[src/rtl/even_parity_frame_pkg.sv]
// Shared types, line levels and parity helper for the even-parity frame transmitter.
// Words up to MAX_DATA_W bits are supported by the parity helper.
package even_parity_frame_pkg;

  typedef enum logic [2:0] {
    ST_IDLE,
    ST_START,
    ST_DATA,
    ST_PARITY,
    ST_STOP
  } state_e;

  localparam logic TX_IDLE  = 1'b1;
  localparam logic TX_START = 1'b0;
  localparam logic TX_STOP  = 1'b1;

  localparam int MAX_DATA_W = 64;

  // Zero-extension does not change the XOR reduction, so narrower words are widened first.
  function automatic logic even_parity(input logic [MAX_DATA_W-1:0] data);
    return ^data;
  endfunction

endpackage

[src/rtl/even_parity_frame_tx_bit_timer.sv]
// Bit-slot timer: counts 0..CLKS_PER_BIT-1 and flags the last cycle of each slot.
// slot_end_next is the same flag evaluated on the next count, for registered consumers.
module even_parity_frame_tx_bit_timer #(
  parameter int CLKS_PER_BIT = 4
) (
  input  logic clk,
  input  logic rst,
  input  logic clear,
  output logic slot_end,
  output logic slot_end_next
);

  localparam int CW = (CLKS_PER_BIT > 1) ? $clog2(CLKS_PER_BIT) : 1;
  localparam logic [CW-1:0] LAST = CW'(CLKS_PER_BIT - 1);

  logic [CW-1:0] cnt_q;
  logic [CW-1:0] cnt_d;

  always_comb begin
    cnt_d = cnt_q + 1'b1;
    if (clear || cnt_q == LAST) begin
      cnt_d = '0;
    end
  end

  always_ff @(posedge clk) begin
    if (rst) begin
      cnt_q <= '0;
    end else begin
      cnt_q <= cnt_d;
    end
  end

  assign slot_end      = (cnt_q == LAST);
  assign slot_end_next = (cnt_d == LAST);

endmodule

[src/rtl/even_parity_frame_tx.sv]
// Even-parity serial framer: start bit, DATA_W data bits LSB-first, parity, stop bit(s).
// Define TWO_STOP_EN to emit two stop bits per frame instead of one.
module even_parity_frame_tx
  import even_parity_frame_pkg::*;
#(
  parameter int DATA_W       = 8,
  parameter int CLKS_PER_BIT = 4
) (
  input  logic              clk,
  input  logic              rst,
  input  logic [DATA_W-1:0] in_data,
  input  logic              in_valid,
  output logic              in_ready,
  output logic              tx,
  output logic              busy,
  output logic              frame_done
);

  localparam int IW = (DATA_W > 1) ? $clog2(DATA_W) : 1;
  localparam logic [IW-1:0] LAST_IDX = IW'(DATA_W - 1);

  state_e            state_q, state_d;
  logic [DATA_W-1:0] shreg_q, shreg_d;
  logic              par_q, par_d;
  logic [IW-1:0]     bit_idx_q, bit_idx_d;
  logic              tx_q, tx_d;
  logic              busy_q, busy_d;
  logic              frame_done_q, frame_done_d;
  logic              stop_last_q, stop_last_d;

  logic                  handshake;
  logic                  slot_end;
  logic                  slot_end_next;
  logic [MAX_DATA_W-1:0] in_data_ext;

  assign in_ready    = (state_q == ST_IDLE) & ~rst;
  assign handshake   = in_valid & in_ready;
  assign in_data_ext = MAX_DATA_W'(in_data);

  even_parity_frame_tx_bit_timer #(
    .CLKS_PER_BIT(CLKS_PER_BIT)
  ) u_bit_timer (
    .clk          (clk),
    .rst          (rst),
    .clear        (handshake),
    .slot_end     (slot_end),
    .slot_end_next(slot_end_next)
  );

`ifdef TWO_STOP_EN
  logic stop_idx_q, stop_idx_d;
  assign stop_last_q = stop_idx_q;
  assign stop_last_d = stop_idx_d;
`else
  assign stop_last_q = 1'b1;
  assign stop_last_d = 1'b1;
`endif

  always_comb begin
    state_d   = state_q;
    shreg_d   = shreg_q;
    par_d     = par_q;
    bit_idx_d = bit_idx_q;
`ifdef TWO_STOP_EN
    stop_idx_d = stop_idx_q;
`endif
    unique case (state_q)
      ST_IDLE: begin
        if (handshake) begin
          state_d = ST_START;
          shreg_d = in_data;
          par_d   = even_parity(in_data_ext);
        end
      end
      ST_START: begin
        if (slot_end) begin
          state_d   = ST_DATA;
          bit_idx_d = '0;
        end
      end
      ST_DATA: begin
        if (slot_end) begin
          shreg_d = shreg_q >> 1;
          if (bit_idx_q == LAST_IDX) begin
            state_d = ST_PARITY;
          end else begin
            bit_idx_d = bit_idx_q + 1'b1;
          end
        end
      end
      ST_PARITY: begin
        if (slot_end) begin
          state_d = ST_STOP;
`ifdef TWO_STOP_EN
          stop_idx_d = 1'b0;
`endif
        end
      end
      ST_STOP: begin
        if (slot_end) begin
          if (stop_last_q) begin
            state_d = ST_IDLE;
          end else begin
`ifdef TWO_STOP_EN
            stop_idx_d = 1'b1;
`endif
          end
        end
      end
      default: state_d = ST_IDLE;
    endcase
  end

  // Line level and status are derived from the next state so they land in flops.
  always_comb begin
    tx_d = TX_IDLE;
    unique case (state_d)
      ST_START:  tx_d = TX_START;
      ST_DATA:   tx_d = shreg_d[0];
      ST_PARITY: tx_d = par_d;
      ST_STOP:   tx_d = TX_STOP;
      default:   tx_d = TX_IDLE;
    endcase
    busy_d       = (state_d != ST_IDLE);
    frame_done_d = (state_d == ST_STOP) & stop_last_d & slot_end_next;
  end

  always_ff @(posedge clk) begin
    if (rst) begin
      state_q      <= ST_IDLE;
      shreg_q      <= '0;
      par_q        <= 1'b0;
      bit_idx_q    <= '0;
      tx_q         <= TX_IDLE;
      busy_q       <= 1'b0;
      frame_done_q <= 1'b0;
`ifdef TWO_STOP_EN
      stop_idx_q   <= 1'b0;
`endif
    end else begin
      state_q      <= state_d;
      shreg_q      <= shreg_d;
      par_q        <= par_d;
      bit_idx_q    <= bit_idx_d;
      tx_q         <= tx_d;
      busy_q       <= busy_d;
      frame_done_q <= frame_done_d;
`ifdef TWO_STOP_EN
      stop_idx_q   <= stop_idx_d;
`endif
    end
  end

  assign tx         = tx_q;
  assign busy       = busy_q;
  assign frame_done = frame_done_q;

endmodule
[config.mk]
export PLATFORM = sky130hd
export DESIGN_NAME = even_parity_frame_tx
export DESIGN_NICKNAME = d
export VERILOG_FILES = /design/src/rtl/even_parity_frame_pkg.sv /design/src/rtl/even_parity_frame_tx_bit_timer.sv /design/src/rtl/even_parity_frame_tx.sv
export SDC_FILE = /design/constraint.sdc
export NUM_CORES = 1
export LEC_CHECK = 0
export BUFFER_PORTS_ARGS = -buffer_cell sky130_fd_sc_hd__buf_2
export CAP_MARGIN = 0
export CORE_MARGIN = 1.5
export CORE_UTILIZATION = 53
export DETAILED_ROUTE_END_ITERATION = 8
export PLACE_DENSITY = 0.84
export SLEW_MARGIN = 30
export SYNTH_ARGS = -nofsm -noshare
export SYNTH_HDL_FRONTEND = slang
export SYNTH_SLANG_ARGS = --single-unit
export TNS_END_PERCENT = 10
[constraint.sdc]
create_clock -name clk -period 1.8 [get_ports clk]
set_input_delay 0.09 -clock clk [delete_from_list [all_inputs] [get_ports clk]]
set_output_delay 0.09 -clock clk [all_outputs]
set_load 0.05 [all_outputs]
==> flow_metrics.env, run 1 <==
export IMPL_status="finished clean"
export IMPL_cts_root_buf="clkbuf_4"
export IMPL_setup_ws_ps=110
export IMPL_clock_path_buffers=2
export IMPL_drive_gt1_share_pct=22.5
export IMPL_grt_usage_pct=20.1
export IMPL_drtPass1Iterations=4
export IMPL_grt_pass1_vias=710
export IMPL_synth_cell_area_um2=936
export IMPL_antenna_found_initial=0
export IMPL_reg2reg_from="state_q[1]"
export IMPL_layout_cells_non_filler=128
export IMPL_maxCapViolations=0
export IMPL_drt_iter0_markers=12
export IMPL_io_pins=15
export IMPL_clk_latency_ps=300
export IMPL_numCtsBuffers=3
export IMPL_synth_main_ff_cell="dfxtp_1"
export IMPL_ant_nets=0
export IMPL_crit_fanout=11
export IMPL_fin_util_pct=61.4
export IMPL_fin_skew_ps=0.958
export IMPL_fp_dieW_um=45.0
export IMPL_reg2reg_depth=5
export IMPL_vias_per_cell=5.83
export IMPL_tightestPinTransition_ps=412
export IMPL_yosysSeqAreaShare_pct=42.8
export IMPL_die_h_um=45.0
export IMPL_clkSinkCount=20
export IMPL_period_needed_ps=1690
export IMPL_die_area_mm2=0.00203
export IMPL_drc_errors=0
export IMPL_dp_cells=124
export IMPL_grt_ovfl_total=0
export IMPL_worstSetupEndpointType="flop"
export IMPL_row_count=15
export IMPL_synth_edf_count=0
export IMPL_multi_input_area_um2=490
export IMPL_cts_max_level=1
export IMPL_cts_tree="done"
export IMPL_seqCellArea_um2=400
export IMPL_fmax_ghz=0.592
export IMPL_required_ps=1980
export IMPL_endpoint="tx"
export IMPL_fin_nets=126
export IMPL_rsz0062_at_grt="no"
export IMPL_synth_top_area_share_pct=42.8
export IMPL_ys_top_cells_by_area="dfxtp_1 (43%), xnor2_1 (6.6%), a22oi_1 (6.4%), ha_1 (4.0%), a21oi_1 (3.7%)"
export IMPL_cp_arrival_ps=1870
export IMPL_slew_headroom_pct=72.1
export IMPL_yosysUniqueCellTypes=34
export IMPL_wire_per_inst_um=13.7
export IMPL_avgSynthCellArea_um2=9.65
export IMPL_grt_max_degree=18
export IMPL_r2r_setup_slack_ps=110
export IMPL_holdBufCountCts=0
export IMPL_vias=746
export IMPL_fin_crit_sh_pct=93.9
export IMPL_clk_pin_slew_ps=110
export IMPL_worstSetupStartpointType="flop"
export IMPL_dpl_hpwl_um=1290
export IMPL_hold_viol=0
export IMPL_core_mm2=0.00169
export IMPL_portBuffers=14
export IMPL_antennaDiodeCount=0
export IMPL_cts_setup_buffers=0
export IMPL_worstSetupStartpoint="state_q[1]"
export IMPL_async_flop_share_pct=0
export IMPL_final_cell_mix="dfxtp_1 (20), buf_2 (14), nor2_1 (9), a22oi_1 (8), nand2_1 (8)"
export IMPL_synth_cells=97
export IMPL_path_class="reg2reg"
export IMPL_yosys_warnings=0
export IMPL_final_common_cell="dfxtp_1"
export IMPL_final_fill_count=148
export IMPL_routed_wl_um=1750
export IMPL_place_ws_ps=137
export IMPL_slew_viol_final=0
export IMPL_ctsResizeCount=0
export IMPL_ys_seq_elements=20
export IMPL_p_total_mw=0.879
export IMPL_rr_endpoint="tx"
export IMPL_area_delta_synth_final_pct=10.8
export IMPL_grt_pass1_wl_um=2950
export IMPL_worst_hold_path_type="in2reg"
export IMPL_p_leak_nw=0.418
export IMPL_start_util_pct=55.4
export IMPL_syn_num_nets=111
export IMPL_place_congestion=0.766
export IMPL_fin_worst_hold_slack_ps=37.7
export IMPL_setup_viol_count_final=0
export IMPL_power_density_mw_per_mm2=848
export IMPL_vdd_drop_max_uv=760
export IMPL_yosysTopAreaCell="dfxtp_1"
state kept, by name (all words and copies together), names as in the netlist:
| register | flops |
|---|---|
| state_q | 3 |
| frame_done | 1 |
| busy | 1 |
| tx | 1 |
| bit_idx_q | 3 |
| shreg_q | 8 |
| u_bit_timer.cnt_q | 2 |
| par_q | 1 |
power breakdown:
part / total, mW / leakage (nW) / switching [mW] / internal (mW)
clock: 0.262 / 0.0210 / 0.138 / 0.123
sequential: 0.477 / 0.163 / 0.0126 / 0.464
combinational: 0.141 / 0.234 / 0.0799 / 0.0609
total: 0.879 / 0.418 / 0.231 / 0.649
layout make-up:
cell class,instances,area share [%]
Clock buffer,4,3.50
Timing Repair Buffer,16,8.20
Tap cell,17,2.05
Inverter,1,0.362
Sequential cell,20,38.6
Multi-Input combinational cell,70,47.3
routing by layer:
metal | wire length, um | GRT usage (%)
met5 | 0 | 0
met4 | 10 | 5.88
met3 | 80 | 6.80
met2 | 910 | 36.3
met1 | 746 | 22.1
worst max-delay path, cell delays in order (launching register included):
cell,delay (ps)
dfxtp_1,530
and4bb_4,380
a21oi_2,100
a221o_1,330
o21ai_1,120
o311ai_1,110
synthesized netlist by cell type, types with 3 or more instances:
library cell / number
a21oi_1: 7
a22oi_1: 8
buf_2: 3
dfxtp_1: 20
ha_1: 3
nand2_1: 8
nor2_1: 9
xnor2_1: 7
stage by stage:
| stage | area, um2 | TNS [ps] |
|---|---|---|
| floorplan | 936 | -580 |
| global placement | 1000 | 0 |
| detailed placement | 1000 | 0 |
| CTS | 1040 | 0 |
| global route | 1040 | 0 |
| finish | 1040 | 0 |
kinds of logic (layout without fill, tap and decap cells):
kind of cell	after synthesis	in the layout	synth area share, %
buffers and inverters	7	21	4.81
muxes	2	2	2.14
DFF	20	20	42.8
AOI/OAI and AO/OA	22	22	15.9
adders and majority gates	3	3	4.01
xor gates and xnor gates	8	8	7.49
and+or+nand+nor	35	35	22.9
worst min path at each step:
stage | to | from | slack, ps | depth (start not counted)
after detailed placement | shreg_q[7] | in_data[7] | 370 | 3
after global routing | shreg_q[7] | in_data[7] | 40 | 3
final | shreg_q[7] | in_data[7] | 40 | 3
after CTS | shreg_q[7] | in_data[7] | 40 | 3
after floorplan | shreg_q[7] | in_data[7] | 230 | 2
after global placement | shreg_q[7] | in_data[7] | 350 | 3
No activity file was read; power rests on OpenSTA's default activity.
==> run 2, diff against run 1 <==
--- a/config.mk
+++ b/config.mk
@@ -10,6 +10,7 @@
 export CORE_MARGIN = 1.5
 export CORE_UTILIZATION = 53
 export DETAILED_ROUTE_END_ITERATION = 8
+export MAX_ROUTING_LAYER = met4
 export PLACE_DENSITY = 0.84
 export SLEW_MARGIN = 30
 export SYNTH_ARGS = -nofsm -noshare
==> flow_metrics.env, run 2 (synthesis gave the netlist of run 1 again) <==
export IMPL_dpl_hpwl_um=1290
export IMPL_cp_cell_sequence="and4bb_4 > a21oi_2 > a221o_1 > o21ai_1 > o311ai_1"
export IMPL_rr_endpoint="tx"
export IMPL_cts_setup_buffers=0
export IMPL_routed_wl_um=1770
export IMPL_drive_gt1_share_pct=22.5
export IMPL_grt_pass1_vias=712
export IMPL_min_from="in_data[7]"
export IMPL_fin_util_pct=61.4
export IMPL_status="finished clean"
export IMPL_final_fill_count=148
export IMPL_holdPathEnd="shreg_q[7]"
export IMPL_setup_tns_ps=0
export IMPL_cp_arrival_ps=1880
export IMPL_maxCapViolations=0
export IMPL_fin_nets=126
export IMPL_grt_usage_pct=20.6
export IMPL_die_h_um=45.0
export IMPL_clk_latency_ps=300
export IMPL_antenna_found_initial=0
export IMPL_setup_ws_ps=103
export IMPL_row_count=15
export IMPL_clk_pin_slew_ps=120
export IMPL_area_delta_synth_final_pct=10.8
export IMPL_required_ps=1980
export IMPL_max_stage_delay_ps=530
export IMPL_min_path_cells=3
export IMPL_finalInstanceArea_mm2=0.00104
export IMPL_reg2reg_from="state_q[1]"
export IMPL_fp_dieW_um=45.0
export IMPL_top_regs="shreg_q: 8 flops, bit_idx_q: 3 flops, state_q: 3 flops"
export IMPL_worstSetupEndpointType="flop"
export IMPL_dpl_instance_area_mm2=0.00100
export IMPL_fmax_ghz=0.589
export IMPL_worst_hold_path_type="in2reg"
export IMPL_portBuffers=14
export IMPL_io_pins=15
export IMPL_start_util_pct=55.4
export IMPL_cts_max_level=1
export IMPL_largest_reg_flops=8
export IMPL_cts_tree="done"
export IMPL_r2r_setup_slack_ps=100
export IMPL_fin_skew_ps=3.73
export IMPL_final_common_cell="dfxtp_1"
export IMPL_combPwrFrac_pct=16.0
export IMPL_holdBufCountCts=0
export IMPL_layout_cells_non_filler=128
export IMPL_vias_per_cell=5.84
export IMPL_numCtsBuffers=3
export IMPL_switching_share_pct=26.5
export IMPL_die_area_mm2=0.00203
export IMPL_wire_per_inst_um=13.9
export IMPL_power_density_mw_per_mm2=851
export IMPL_p_leak_nw=0.418
export IMPL_switchingPower_mw=0.234
export IMPL_drc_errors=0
export IMPL_core_mm2=0.00169
export IMPL_period_needed_ps=1700
export IMPL_place_ws_ps=137
export IMPL_slew_viol_final=0
export IMPL_dp_cells=124
export IMPL_place_congestion=0.776
export IMPL_final_cell_mix="dfxtp_1 (20), buf_2 (14), nor2_1 (9), a22oi_1 (8), nand2_1 (8)"
export IMPL_fin_crit_sh_pct=94.3
export IMPL_crit_fanout=11
export IMPL_fin_worst_hold_slack_ps=32.4
export IMPL_setup_viol_count_final=0
export IMPL_path_class="reg2reg"
export IMPL_hold_viol=0
export IMPL_clkSinkCount=20
export IMPL_drt_iter0_markers=13
export IMPL_clkPwrFrac_pct=30.0
export IMPL_worstSetupStartpointType="flop"
export IMPL_antennaDiodeCount=0
export IMPL_drtPass1Iterations=4
export IMPL_p_total_mw=0.883
export IMPL_reg2reg_depth=5
export IMPL_ctsResizeCount=0
export IMPL_p_seq_share_pct=54.0
export IMPL_vias=747
export IMPL_largest_register="shreg_q"
export IMPL_ant_nets=0
export IMPL_cts_root_buf="clkbuf_4"
export IMPL_clock_path_buffers=2
export IMPL_slew_headroom_pct=72.1
export IMPL_rsz0062_at_grt="no"
export IMPL_worstSetupStartpoint="state_q[1]"
export IMPL_grt_max_degree=18
export IMPL_grt_ovfl_total=0
export IMPL_cpMaxStageDelayCell="dfxtp_1"
export IMPL_vdd_drop_max_uv=773
export IMPL_grt_pass1_wl_um=2930
export IMPL_p_int_mw=0.649
export IMPL_tightestPinTransition_ps=412
==> run 2: area by class of cell <==
type	count	area, um2	area share, %
clock buffer	4	36.3	3.50
inverter	1	3.75	0.362
multi-input combinational	70	490	47.3
sequential	20	400	38.6
tap	17	21.3	2.05
timing repair buffer	16	85.1	8.20
==> run 2: per-layer routing <==
layer | global-route usage [%] | part of all wire, %
met5 | - | 0
met4 | 5.88 | 0.56
met3 | 6.80 | 4.1
met2 | 36.3 | 52
met1 | 21.9 | 43
==> run 2: how the worst max path moves through the flow <==
stage / cells after the start / end / slack [ps]
after global routing: 5 / tx / 7
after detailed placement: 5 / tx / 140
after CTS: 5 / tx / 120
after global placement: 5 / tx / 200
final: 5 / tx / 100
after floorplan: 6 / tx / -180
==> run 2: power groups by stage <==
stage | logic [mW] | registers (mW) | clock network [mW]
3_3_place_gp | 0.137 | 0.486 | 0
2_1_floorplan | 0.0996 | 0.494 | 0
4_1_cts | 0.141 | 0.477 | 0.265
6_report | 0.141 | 0.477 | 0.265
3_5_place_dp | 0.141 | 0.487 | 0
5_1_grt | 0.153 | 0.480 | 0.290
==> run 2: worst max-delay path: cells and delay by family (launching register included) <==
kind,cells,cell delay (ps)
AO/OA/AOI/OAI,4,660
flip-flops,1,530
AND/OR/NAND/NOR,1,380
==> run 3, diff against run 2 <==
--- a/config.mk
+++ b/config.mk
@@ -5,13 +5,14 @@
 export SDC_FILE = /design/constraint.sdc
 export NUM_CORES = 1
 export LEC_CHECK = 0
+export ABC_AREA = 1
 export BUFFER_PORTS_ARGS = -buffer_cell sky130_fd_sc_hd__buf_2
 export CAP_MARGIN = 0
 export CORE_MARGIN = 1.5
 export CORE_UTILIZATION = 53
 export DETAILED_ROUTE_END_ITERATION = 8
 export MAX_ROUTING_LAYER = met4
-export PLACE_DENSITY = 0.84
+export PLACE_DENSITY = 0.83
 export SLEW_MARGIN = 30
 export SYNTH_ARGS = -nofsm -noshare
 export SYNTH_HDL_FRONTEND = slang
==> flow_metrics.env, run 3 <==
export IMPL_path_delay_family="simple AND/OR/NAND/NOR gates"
export IMPL_rr_endpoint="tx"
export IMPL_rsz0062_at_grt="no"
export IMPL_grt_usage_pct=22.2
export IMPL_grt_max_degree=16
export IMPL_hold_viol=0
export IMPL_vdd_drop_max_uv=678
export IMPL_holdBufCountCts=0
export IMPL_vias_per_cell=4.96
export IMPL_path_class="reg2reg"
export IMPL_row_count=16
export IMPL_status="finished clean"
export IMPL_cts_root_buf="clkbuf_4"
export IMPL_synth_edf_count=0
export IMPL_synth_cell_area_mm2=0.00112
export IMPL_cp_num_buf_inv=1
export IMPL_slew_headroom_pct=73.6
export IMPL_power_density_mw_per_mm2=825
export IMPL_yosys_warnings=0
export IMPL_final_cell_mix="nand2_1 (72), inv_1 (27), dfxtp_1 (20), nor2_1 (16), buf_2 (14)"
export IMPL_reg2reg_depth=7
export IMPL_dpl_hpwl_um=1760
export IMPL_fin_skew_ps=2.69
export IMPL_synth_cells=180
export IMPL_fin_crit_sh_pct=85.6
export IMPL_p_leak_nw=0.662
export IMPL_wire_per_inst_um=10.1
export IMPL_yosysTopAreaCell="dfxtp_1"
export IMPL_grt_pass1_wl_um=4040
export IMPL_start_util_pct=56.8
export IMPL_clk_pin_slew_ps=110
export IMPL_yosysSeqAreaShare_pct=35.6
export IMPL_antennaDiodeCount=0
export IMPL_crit_fanout=5
export IMPL_synth_main_ff_cell="dfxtp_1"
export IMPL_fmax_ghz=0.649
export IMPL_r2r_setup_slack_ps=260
export IMPL_required_ps=2010
export IMPL_seqCellArea_um2=400
export IMPL_clock_path_buffers=2
export IMPL_grt_ovfl_total=0
export IMPL_cts_max_level=1
export IMPL_area_delta_synth_final_pct=13.0
export IMPL_worstSetupEndpointType="flop"
export IMPL_clk_latency_ps=310
export IMPL_cp_cell_sequence="ha_1 > inv_1 > nor3_1 > nor3_1 > nor2_1 > nor2_1 > nand3_1"
export IMPL_cts_tree="done"
export IMPL_max_stage_delay_ps=340
export IMPL_core_mm2=0.00198
export IMPL_die_area_mm2=0.00241
export IMPL_portBuffers=14
export IMPL_drive_gt1_share_pct=14.3
export IMPL_vias=1105
export IMPL_grt_pass1_vias=978
export IMPL_yosysMostFrequentCell="nand2_1"
export IMPL_ctsResizeCount=0
export IMPL_syn_num_nets=194
export IMPL_tightestPinTransition_ps=394
export IMPL_largest_reg_flops=8
export IMPL_dp_cells=219
export IMPL_avgSynthCellArea_um2=6.25
export IMPL_drtPass1Iterations=4
export IMPL_antenna_found_initial=0
export IMPL_final_fill_count=193
export IMPL_cp_arrival_ps=1750
export IMPL_drt_iter0_markers=31
export IMPL_yosysUniqueCellTypes=24
export IMPL_multi_input_area_um2=602
export IMPL_drc_errors=0
export IMPL_yosys_top_cells_count="nand2_1 (72), inv_1 (27), dfxtp_1 (20), nor2_1 (17), a21oi_1 (8)"
export IMPL_setup_ws_ps=260
export IMPL_worstSetupStartpointType="flop"
export IMPL_min_path_cells=2
export IMPL_async_flop_share_pct=0
export IMPL_fin_nets=211
export IMPL_top_regs="shreg_q: 8 flops, bit_idx_q: 3 flops, state_q: 3 flops"
export IMPL_cpMaxStageDelayCell="dfxtp_1"
export IMPL_ys_seq_elements=20
export IMPL_holdPathEnd="par_q"
export IMPL_layout_cells_non_filler=223
export IMPL_reg2reg_from="u_bit_timer.cnt_q[0]"
export IMPL_setup_viol_count_final=0
export IMPL_slew_viol_final=0
export IMPL_numCtsBuffers=3
export IMPL_io_pins=15
export IMPL_dpl_instance_area_mm2=0.00122
export IMPL_clkSinkCount=20
export IMPL_fp_dieW_um=49.1
export IMPL_routed_wl_um=2250
export IMPL_cts_setup_buffers=0
export IMPL_setup_tns_ps=0
export IMPL_maxCapViolations=0
export IMPL_ant_nets=0
export IMPL_synth_top_area_share_pct=35.6
export IMPL_place_ws_ps=267
export IMPL_worst_hold_path_type="in2reg"
export IMPL_place_congestion=0.848
export IMPL_final_common_cell="nand2_1"
export IMPL_ys_top_cells_by_area="dfxtp_1 (36%), nand2_1 (24%), inv_1 (9.0%), nor2_1 (5.7%), a21oi_1 (3.6%)"
export IMPL_period_needed_ps=1540
export IMPL_min_from="rst"
export IMPL_finalInstanceArea_mm2=0.00127
export IMPL_largest_register="shreg_q"
export IMPL_die_h_um=49.1
## run 3: kinds of logic (layout without fill, tap and decap cells)
kind of cell / Yosys count / in the layout / synth area share (%)
buffers and inverters: 31 / 47 / 11.1
xor gates and xnor gates: 1 / 1 / 0.779
and+or+nand+nor: 108 / 108 / 40.8
AOI/OAI and AO/OA: 17 / 17 / 8.34
adders and majority gates: 3 / 3 / 3.34
DFF: 20 / 20 / 35.6
## run 3: worst max path at each step
stage	start	to	slack, ps	cells after the start
detailed placement	u_bit_timer.cnt_q[0]	tx	270	7
floorplan	state_q[0]	tx	170	8
CTS	u_bit_timer.cnt_q[0]	tx	250	7
finish	u_bit_timer.cnt_q[0]	tx	260	7
global route	u_bit_timer.cnt_q[0]	tx	60	7
global placement	u_bit_timer.cnt_q[0]	tx	350	7
## run 3: metal layers
layer	track usage, %	part of all wire (%)	vias up
li1	-	-	584
met1	27.1	48	494
met2	36.5	47	23
met3	6.44	3.6	4
met4	4.29	0.76	0
met5	-	0	-
## run 3: cell type report
| type | instances | share of cell area [%] |
|---|---|---|
| tap | 27 | 2.66 |
| multi-input combinational | 129 | 47.3 |
| clock inverter | 1 | 2.36 |
| inverter | 28 | 8.27 |
| timing repair buffer | 15 | 6.10 |
| sequential | 20 | 31.5 |
| clock buffer | 3 | 1.77 |
## run 3: metrics by stage
stage	power, mW	hold WS [ps]	util, %
after floorplan	0.640	237	-
after global placement	0.680	369	61.5
after detailed placement	0.690	373	61.5
after CTS	1.06	35.8	64.1
after global routing	1.11	42.3	64.1
final	1.05	43.0	64.1
## run 3: power by group
group | internal (mW) | switching (mW) | leakage [nW]
clock network | 0.225 | 0.143 | 0.0279
logic | 0.0654 | 0.133 | 0.471
registers | 0.468 | 0.0141 | 0.163
total | 0.758 | 0.290 | 0.662
